<file path="config.mk">
export PLATFORM = sky130hd
export DESIGN_NAME = mem_access
export DESIGN_NICKNAME = d
export VERILOG_FILES = /design/src/rtl/mem_access.sv
export SDC_FILE = /design/constraint.sdc
export NUM_CORES = 1
export LEC_CHECK = 0
export CAP_MARGIN = 20
export CORE_UTILIZATION = 32
export CTS_BUF_LIST = sky130_fd_sc_hd__clkbuf_8
export DETAILED_ROUTE_END_ITERATION = 6
export DONT_BUFFER_PORTS = 1
export PLACE_DENSITY_LB_ADDON = 0.12
export SETUP_SLACK_MARGIN = 0.02
export SKIP_CTS_REPAIR_TIMING = 1
export SKIP_LAST_GASP = 1
export SLEW_MARGIN = 40
export SYNTH_ARGS = -nofsm -noshare
export SYNTH_HDL_FRONTEND = slang
export SYNTH_SLANG_ARGS = --single-unit
</file>
<file path="constraint.sdc">
create_clock -name clk -period 2.4 [get_ports clk]
set_clock_uncertainty 0.15 [all_clocks]
set_input_delay 0.36 -clock clk [delete_from_list [all_inputs] [get_ports clk]]
set_output_delay 0.36 -clock clk [all_outputs]
set_load 0.01 [all_outputs]
</file>
<file path="src/rtl/mem_access.sv">
// Load/store unit between execute and a single-beat data bus: handles
// non-memory passthrough, misalignment, byte-lane steering, load extension and bus timeout.
module mem_access #(
  parameter int unsigned TIMEOUT_CYC = 255
) (
  input  logic        clk,
  input  logic        rst_n,
  input  logic        req_valid,
  output logic        req_ready,
  input  logic        mem_r,
  input  logic        mem_w,
  input  logic [2:0]  funct3,
  input  logic [31:0] mem_addr,
  input  logic [31:0] mem_data,
  input  logic        reg_w,
  input  logic [31:0] reg_data,
  input  logic [4:0]  rd,
  output logic        bus_req,
  output logic        bus_we,
  output logic [31:0] bus_addr,
  output logic [3:0]  bus_be,
  output logic [31:0] bus_wdata,
  input  logic        bus_ack,
  input  logic [31:0] bus_rdata,
  output logic        wb_valid,
  output logic        wb_we,
  output logic [4:0]  wb_rd,
  output logic [31:0] wb_data,
  output logic        err
);

  localparam int unsigned CW = $clog2(TIMEOUT_CYC + 1);

  typedef enum logic [1:0] {IDLE, BUS, RESP} state_t;

  state_t        state_q, state_d;
  logic [CW-1:0] cnt_q, cnt_d;
  logic          bus_req_q, bus_req_d, bus_we_q, bus_we_d;
  logic [31:0]   bus_addr_q, bus_addr_d, bus_wdata_q, bus_wdata_d;
  logic [3:0]    bus_be_q, bus_be_d;
  logic          wb_valid_q, wb_valid_d, wb_we_q, wb_we_d, err_q, err_d;
  logic [4:0]    wb_rd_q, wb_rd_d;
  logic [31:0]   wb_data_q, wb_data_d;
  logic [2:0]    f3_q, f3_d;
  logic [1:0]    lo_q, lo_d;
  logic          load_q, load_d;

  logic          is_byte, is_half, mis;
  logic [3:0]    be;
  logic [31:0]   wdata, b_sh, h_sh, ldata;

  // Size decode: funct3[1:0]==0 byte, ==1 half, anything else is a word.
  always_comb begin
    is_byte = (funct3[1:0] == 2'd0);
    is_half = (funct3[1:0] == 2'd1);
    mis     = is_half ? mem_addr[0] : (!is_byte && (mem_addr[1:0] != 2'd0));
    if (is_byte) begin
      be    = 4'b0001 << mem_addr[1:0];
      wdata = {4{mem_data[7:0]}};
    end else if (is_half) begin
      be    = 4'b0011 << {mem_addr[1], 1'b0};
      wdata = {2{mem_data[15:0]}};
    end else begin
      be    = 4'b1111;
      wdata = mem_data;
    end
  end

  always_comb begin
    b_sh = bus_rdata >> {lo_q, 3'b000};
    h_sh = bus_rdata >> {lo_q[1], 4'b0000};
    case (f3_q[1:0])
      2'd0:    ldata = {{24{~f3_q[2] & b_sh[7]}}, b_sh[7:0]};
      2'd1:    ldata = {{16{~f3_q[2] & h_sh[15]}}, h_sh[15:0]};
      default: ldata = bus_rdata;
    endcase
  end

  always_comb begin
    state_d     = state_q;
    cnt_d       = cnt_q;
    bus_req_d   = bus_req_q;
    bus_we_d    = bus_we_q;
    bus_addr_d  = bus_addr_q;
    bus_be_d    = bus_be_q;
    bus_wdata_d = bus_wdata_q;
    wb_valid_d  = 1'b0;
    wb_we_d     = 1'b0;
    err_d       = 1'b0;
    wb_rd_d     = wb_rd_q;
    wb_data_d   = wb_data_q;
    f3_d        = f3_q;
    lo_d        = lo_q;
    load_d      = load_q;
    case (state_q)
      IDLE: begin
        if (req_valid) begin
          wb_rd_d = rd;
          if (!mem_r && !mem_w) begin
            wb_valid_d = 1'b1;
            wb_we_d    = reg_w;
            wb_data_d  = reg_data;
          end else if (mis) begin
            wb_valid_d = 1'b1;
            err_d      = 1'b1;
            wb_data_d  = '0;
          end else begin
            state_d     = BUS;
            cnt_d       = '0;
            bus_req_d   = 1'b1;
            bus_we_d    = mem_w;
            bus_addr_d  = {mem_addr[31:2], 2'b00};
            bus_be_d    = be;
            bus_wdata_d = wdata;
            f3_d        = funct3;
            lo_d        = mem_addr[1:0];
            load_d      = !mem_w;
          end
        end
      end
      BUS: begin
        // An ack in the final allowed cycle still completes the access.
        if (bus_ack) begin
          bus_req_d  = 1'b0;
          state_d    = RESP;
          wb_valid_d = 1'b1;
          wb_we_d    = load_q;
          wb_data_d  = load_q ? ldata : '0;
        end else if (cnt_q == CW'(TIMEOUT_CYC - 1)) begin
          bus_req_d  = 1'b0;
          state_d    = RESP;
          wb_valid_d = 1'b1;
          err_d      = 1'b1;
          wb_data_d  = '0;
        end else begin
          cnt_d = cnt_q + CW'(1);
        end
      end
      RESP:    state_d = IDLE;
      default: state_d = IDLE;
    endcase
  end

  always_ff @(posedge clk or negedge rst_n) begin
    if (!rst_n) begin
      state_q     <= IDLE;
      cnt_q       <= '0;
      bus_req_q   <= 1'b0;
      bus_we_q    <= 1'b0;
      bus_addr_q  <= '0;
      bus_be_q    <= '0;
      bus_wdata_q <= '0;
      wb_valid_q  <= 1'b0;
      wb_we_q     <= 1'b0;
      err_q       <= 1'b0;
      wb_rd_q     <= '0;
      wb_data_q   <= '0;
      f3_q        <= '0;
      lo_q        <= '0;
      load_q      <= 1'b0;
    end else begin
      state_q     <= state_d;
      cnt_q       <= cnt_d;
      bus_req_q   <= bus_req_d;
      bus_we_q    <= bus_we_d;
      bus_addr_q  <= bus_addr_d;
      bus_be_q    <= bus_be_d;
      bus_wdata_q <= bus_wdata_d;
      wb_valid_q  <= wb_valid_d;
      wb_we_q     <= wb_we_d;
      err_q       <= err_d;
      wb_rd_q     <= wb_rd_d;
      wb_data_q   <= wb_data_d;
      f3_q        <= f3_d;
      lo_q        <= lo_d;
      load_q      <= load_d;
    end
  end

  assign req_ready = (state_q == IDLE);
  assign bus_req   = bus_req_q;
  assign bus_we    = bus_we_q;
  assign bus_addr  = bus_addr_q;
  assign bus_be    = bus_be_q;
  assign bus_wdata = bus_wdata_q;
  assign wb_valid  = wb_valid_q;
  assign wb_we     = wb_we_q;
  assign wb_rd     = wb_rd_q;
  assign wb_data   = wb_data_q;
  assign err       = err_q;

endmodule

</file>
# Word level (Yosys, flattened, before mapping)
# Index checks and enable logic that the tools add are counted.
[totals]
word_cells = 97
regBits = 124
inputBits = 143
out_inout_bits = 111
[op_classes]
add_sub_neg = 1
reduce_logical = 16
eq_ne = 11
shift = 4
n_bitwise = 5
n_mux = 45
[ops]
columns = ["op", "n"]
rows = [
  ["32-bit two-way mux", 8],
  ["32-bit case mux with 2 select lines", 2],
  ["8-bit two-way mux", 5],
  ["32-bit by 5-bit >> shifter with 16-bit output", 1],
  ["32-bit by 5-bit >> shifter with 8-bit output", 1],
  ["1-bit two-way mux", 17],
  ["8-bit case mux with 2 select lines", 1],
  ["4-bit AND reduction", 3],
  ["2-bit two-way mux", 5],
  ["2-bit inequality test (second input constant)", 5],
  ["8-bit by 1-bit adder with 8-bit output (second input constant)", 1],
  ["8-bit == test (second input constant)", 1],
  ["4-bit two-way mux", 2],
  ["1-bit case mux with 2 select lines", 4],
  ["2-bit by 1-bit == test with 1-bit output (second input constant)", 3],
  ["2-bit logical NOT", 3],
  ["6-bit AND reduction", 1],
  ["5-bit AND reduction", 1],
  ["2-bit case mux with 2 select lines", 1],
  ["2-bit nonzero test", 2],
  ["1-bit by 2-bit << shifter with 4-bit output (first input constant)", 1],
  ["2-bit by 2-bit << shifter with 4-bit output (first input constant)", 1],
  ["1-bit logical NOT", 3],
  ["3-bit by 1-bit inequality test with 1-bit output (second input constant)", 1],
  ["other kinds (5)", 9],
]

# Logic depth before layout (Yosys ltp)
# Gate-level depths: netlist of run 1.
[depth]
depth_word = 8
mapped_depth = 8
ltp_nobuf = 6

# Worst setup path before layout of run 1
# Ideal clock, no wire load.
[synth_path]
kind = "register -> register"
start = "reg cnt_q[0]"
end = "reg wb_data_q[1] (netlist: wb_data[1])"
synth_period_minus_slack_ns = 1.879
t_arrival_ns = 1.604
setup_time_ns = 0.125
path_slack_ns = 0.521
stages_incl_launch_ff = 8
required_time_ns = 2.125
path_buffers = 1
cell_sequence = "dfrtp_1 > inv_1 > ha_1 > nand3_1 > o21bai_1 > a21o_1 > buf_2 > mux2_2"
[synth_via]
elab_chain_cells = 3
[synth_lines]
columns = ["element", "line", "text"]
rows = [
  ["start: declaration", "37", "logic [CW-1:0] cnt_q, cnt_d;"],
  ["start signal: assignment", "163", "cnt_q <= cnt_d;"],
  ["8-bit == test", "129", "end else if (cnt_q == CW'(TIMEOUT_CYC - 1)) begin"],
  ["3-bit inequality test (no source line)", "n/a", ""],
  ["4-bit AND reduction (no source line)", "n/a", ""],
  ["end signal: assignment", "173", "wb_data_q <= wb_data_d;"],
  ["end: declaration", "43", "logic [31:0] wb_data_q, wb_data_d;"],
]
# No other way between the ends.
# A chain may end at the register's enable or synchronous reset.

# Final worst setup path of run 1
[layout_path]
start = "reg f3_q[0]"
end = "reg wb_data_q[9] (netlist: wb_data[9])"
[layout_via]
elab_chain_cells = 5
elab_cells_between_ends = 6
cone_classes = "1 x eq/ne; 4 x mux; 1 x reduce/logical"
[layout_lines]
columns = ["element", "line", "text"]
rows = [
  ["start: declaration", "44", "logic [2:0] f3_q, f3_d;"],
  ["start signal: assignment", "158", "f3_q <= '0;"],
  ["start signal: assignment", "174", "f3_q <= f3_d;"],
  ["2-bit by 1-bit == test with 1-bit output / 2-bit logical NOT (equally long branches)", "72", "case (f3_q[1:0])"],
  ["32-bit case mux with 2 select lines (*)", "72", ""],
  ["32-bit two-way mux (*)", "128", "wb_data_d = load_q ? ldata : '0;"],
  ["32-bit two-way mux (*)", "123", "if (bus_ack) begin"],
  ["32-bit case mux with 2 select lines (*)", "95", "case (state_q)"],
]
# Every way passes the cells marked *; elsewhere a longest branch is shown, timed or not.

==> results of run 1 <==
-- cells by family after synthesis --
family,after synthesis,synth area share [%]
compound gates,175,19.3
flops,124,50.9
simple gates,112,9.22
mux,84,14.8
buf+inv,59,4.72
xor+xnor,4,0.575
fa+ha+maj,2,0.410
other cells,1,0.0615
-- per-stage QoR --
step                      power [W]  area (µm²)
final                       0.00675        7630
after global routing        0.00714        7630
after CTS                   0.00669        6740
after detailed placement    0.00476        6340
after global placement      0.00471        6340
after floorplan             0.00436        6100
-- synth_stat cells, types with 16 or more instances --
cell | number | area [µm²]
a211oi_1 | 29 | 218
a21oi_1 | 23 | 115
a22oi_1 | 16 | 120
a31oi_1 | 22 | 138
buf_2 | 26 | 130
dfrtp_1 | 124 | 3100
mux2_1 | 20 | 225
mux2_2 | 31 | 349
mux2i_1 | 33 | 330
nand2_1 | 57 | 214
nor2_1 | 20 | 75.1
o21ai_0 | 39 | 195
-- layout make-up --
cell class	instances	area share, %
Multi-Input combinational cell	379	35.7
Clock buffer	17	3.07
Clock inverter	15	2.12
Timing Repair Buffer	107	13.9
Sequential cell	124	40.7
Tap cell	234	3.84
Inverter	13	0.640
-- per-layer routing --
metal  vias to the layer above  track usage, %  part of all wire [%]
li1                       2242               -                     -
met1                      2415            21.8                    41
met2                       240            27.9                    47
met3                        17            9.09                    11
met4                         0            6.13                   1.5
met5                         -               0                     0
-- worst max path at each step --
| stage | cells after the start | from | end |
|---|---|---|---|
| after global placement | 4 | lo_q[1] | wb_data[27] |
| after floorplan | 7 | cnt_q[0] | wb_data[1] |
| after detailed placement | 4 | lo_q[1] | wb_data[30] |
| after global routing | 7 | cnt_q[0] | wb_data[17] |
| final | 4 | f3_q[0] | wb_data[9] |
| after CTS | 4 | lo_q[1] | wb_data[17] |
-- state kept, by name, summed over array words and instances, names as in the netlist --
signal,count
load_q,1
lo_q,2
wb_we,1
bus_we,1
cnt_q,8
state_q,2
wb_valid,1
err,1
f3_q,3
bus_wdata,32
bus_req,1
wb_rd,5
wb_data,32
bus_addr,30
bus_be,4
-- report_power, final --
group / internal (W) / total (W) / switching, W
Clock: 0.000936 / 0.00191 / 0.000972
Combinational: 0.000685 / 0.00133 / 0.000641
Sequential: 0.00270 / 0.00352 / 0.000819
Total: 0.00432 / 0.00675 / 0.00243
==> impl_metrics.ini, run 1 <==
[global_route]
grt_pass1_vias = 4597
gr-total-overflow = 0
grtUsageTotal_pct = 18.1
grt_pass1_wl_um = 27100
grt_max_degree = 125
grt_antenna_before_repair = 0

[clock_network]
clk-insertion-delay-late_ps = 440
clk_pin_slew_ps = 80
cts.sinks = 124
cts_tree = yes
clk_path_buf_depth = 2
cts_root_buffer = clkbuf_8
h-tree-depth = 4
cts_buffers = 17

[setup_path]
setup.worst_path.start_class = flop
timing.rr.start = f3_q[0]
rr_worst_depth = 4
path_class = flop to flop
arrival_ps = 2280
worstPathBufferInverterCount = 0
worstPathCellList = or3b_2 > o22ai_2 > nand2_1 > a41oi_1
r2r_slack_ps = 320
crit_fanout = 15
slowest_delay_ps = 550
end_kind = flop
cp_slowest_cell = dfrtp_1
cp_top_family = simple AND/OR/NAND/NOR gates
r2r_end = wb_data[9]
required_ps = 2600

[timing]
setup_slack_ps = 325
fin_crit_ps = 2080
rsz0062_at_grt = false
hold_viol = 131
setup_viol = 0
worstMarginPinSlew_ps = 792
fin_crit_sh_pct = 86.5
fin_tns_setup_ps = 0
drv_slew = 0
fmax_mhz = 482
hold_ws_ps = -544
slew-limit-headroom_pct = 47.0

[placement]
dp_slack_ps = 347
place_inst = 768
dp_hpwl_um = 12400
io_buffers = 0
gp_congestion = 0.781

[cells_and_area]
final_util_pct = 40.8
instances_no_fill = 889
fill_cells = 1792
layout_common_cells = dfrtp_1, dlygate4sd3_1, nand2_1
syn_to_final_growth_pct = 25.1
diodes = 0
register_area_um2 = 3100
layout_commonest_cell = dfrtp_1
multi_input_area_um2 = 2720
finalNetCount = 787
drive_above_1_share_pct = 14.7

[detailed_routing]
drt-initial-drc-count = 265
drtAntennaViolNets = 0
avgViaCountPerCell = 5.53
routed_wl_um = 18800
drc = 0
drtPass1Iterations = 5
vias = 4914
wl_per_cell_um = 21.1

[pwr]
peakVddDrop_mv = 0.425
cellPowerDensity_nw_per_um2 = 885
p_leak_nw = 3.14

[floorplanning]
die_x_um = 140
dieArea_um2 = 19600
num_rows = 50
ioPinCount = 254
die_h_um = 140
initial_utilization_pct = 32.6
fp.coreArea_um2 = 18700

[logic_synthesis]
ys_ff_latch = 124
synth_cell_types = 56
synth_area_um2 = 6100
async_flop_share_pct = 100
synth_edf_count = 0
synth_cells = 561
synth_ff_type = dfrtp_1
synth-seq-area-share_pct = 50.9
ys_warn_count = 0
avgSynthCellArea_um2 = 10.9

[status]
outcome = finished with violations
violations = negative hold slack

[worst_hold_path]
hold_class = input pin to async pin

[job]
maxCapViolCount = 0
Power figures use the tool's default switching activity.
==> run 2, diff against run 1 <==
- CORE_MARGIN: default -> 5
- clock period: 2.4 -> 2.1 ns (I/O delays scaled with it)
==> run 2 against run 1 <==
Effect of this change:
- the run still ends with negative hold slack left
- via count up 2.5%
- clock-buffer cell count up 2
- register-to-register slack worse by 250 ps
- clock power up 21%
- global-route usage down 1.2 points
- cell area up 5.7%
- fmax up 2.5%
- first-iteration DRC count unchanged
- combinational power up 28%
==> impl_metrics.ini, run 2 (same netlist as run 1, synthesis figures left out) <==
[detailed_routing]
drtAntennaViolNets = 0
avgViaCountPerCell = 5.41
wl_per_cell_um = 21.6
vias = 5035
drt-initial-drc-count = 265
routed_wl_um = 20100
drtPass1Iterations = 4
drc = 0

[cells_and_area]
syn_to_final_growth_pct = 32.3
final_util_pct = 43.1
fill_cells = 1744
layout_commonest_cell = dfrtp_1
diodes = 0
layout_common_cells = dfrtp_1, dlygate4sd3_1, nand2_1
finalNetCount = 829
drive_above_1_share_pct = 15.6

[placement]
io_buffers = 0
dp_hpwl_um = 13500
gp_congestion = 0.835
dp_slack_ps = 87.3

[job]
maxCapViolCount = 0

[clock_network]
cts_tree = yes
h-tree-depth = 4
clk-insertion-delay-late_ps = 440
cts.sinks = 124
clk_path_buf_depth = 2
clk_pin_slew_ps = 80
cts_buffers = 17
cts_root_buffer = clkbuf_8

[floorplanning]
num_rows = 50
die_h_um = 148
fp.coreArea_um2 = 18700
dieArea_um2 = 21900
initial_utilization_pct = 32.6
ioPinCount = 254
die_x_um = 148

[status]
violations = negative hold slack
outcome = finished with violations

[timing]
fin_crit_sh_pct = 96.4
fin_crit_ps = 2020
worstMarginPinSlew_ps = 798
hold_ws_ps = -592
slew-limit-headroom_pct = 46.8
hold_viol = 128
drv_slew = 0
fmax_mhz = 494
rsz0062_at_grt = true
setup_viol = 0
setup_slack_ps = 75.8

[pwr]
peakVddDrop_mv = 0.429
p_leak_nw = 3.34
cellPowerDensity_nw_per_um2 = 994

[setup_path]
endpoint = wb_data[25]
path_class = flop to flop
timing.rr.start = lo_q[1]
arrival_ps = 2160
end_kind = flop
r2r_end = wb_data[25]
rr_worst_depth = 4
r2r_slack_ps = 80
crit_fanout = 16
startpoint = lo_q[1]
required_ps = 2230
setup.worst_path.start_class = flop

[global_route]
grt_pass1_vias = 4809
grt_max_degree = 125
grtUsageTotal_pct = 16.9
grt_antenna_before_repair = 0
grt_pass1_wl_um = 29000
gr-total-overflow = 0

[worst_hold_path]
hold_class = input pin to async pin
[run 2: area by class of cell]
cell class	instances	area (µm²)	share of cell area [%]
clock buffer	19	262	3.24
clock inverter	13	165	2.05
inverter	13	48.8	0.605
multi-input combinational	379	2730	33.8
sequential	124	3100	38.5
tap	234	293	3.63
timing repair buffer	149	1470	18.2
[run 2: per-layer routing]
metal  routed length, µm  GRT usage, %  up-vias
met2                9640          26.9      218
met3                1890          8.34       36
met5                   0             0        -
met1                8120          19.7     2462
met4                 484          6.47        0
li1                    -             -     2319
[run 2: how the worst min path moves through the flow]
stage,from,to,slack [ps]
2_1_floorplan,rst_n,bus_addr[10],-130
5_1_grt,rst_n,cnt_q[4],-640
6_report,rst_n,cnt_q[7],-590
3_5_place_dp,rst_n,cnt_q[7],-120
4_1_cts,rst_n,cnt_q[4],-620
3_3_place_gp,rst_n,cnt_q[3],-120
[run 2: critical path: stages, from the launching register on]
cell	delay [ps]
dfrtp_1	430
mux2i_1	270
o22ai_2	150
o21ai_2	660
a31oi_1	200
[run 2: power breakdown]
| part | switching [W] | internal [W] |
|---|---|---|
| clock | 0.00108 | 0.00124 |
| sequential | 0.000911 | 0.00308 |
| combinational | 0.000830 | 0.000871 |
| total | 0.00282 | 0.00520 |
[run 2: per-stage QoR]
step | hold slack, ps | instances | cell area [µm²] | setup TNS [ps] | power (W)
detailed placement | -124 | 779 | 6420 | 0 | 0.00554
global placement | -124 | 779 | 6420 | 0 | 0.00548
CTS | -625 | 811 | 6850 | 0 | 0.00790
finish | -592 | 931 | 8060 | 0 | 0.00801
floorplan | -131 | 562 | 6100 | 0 | 0.00498
global route | -637 | 931 | 8060 | -213 | 0.00848
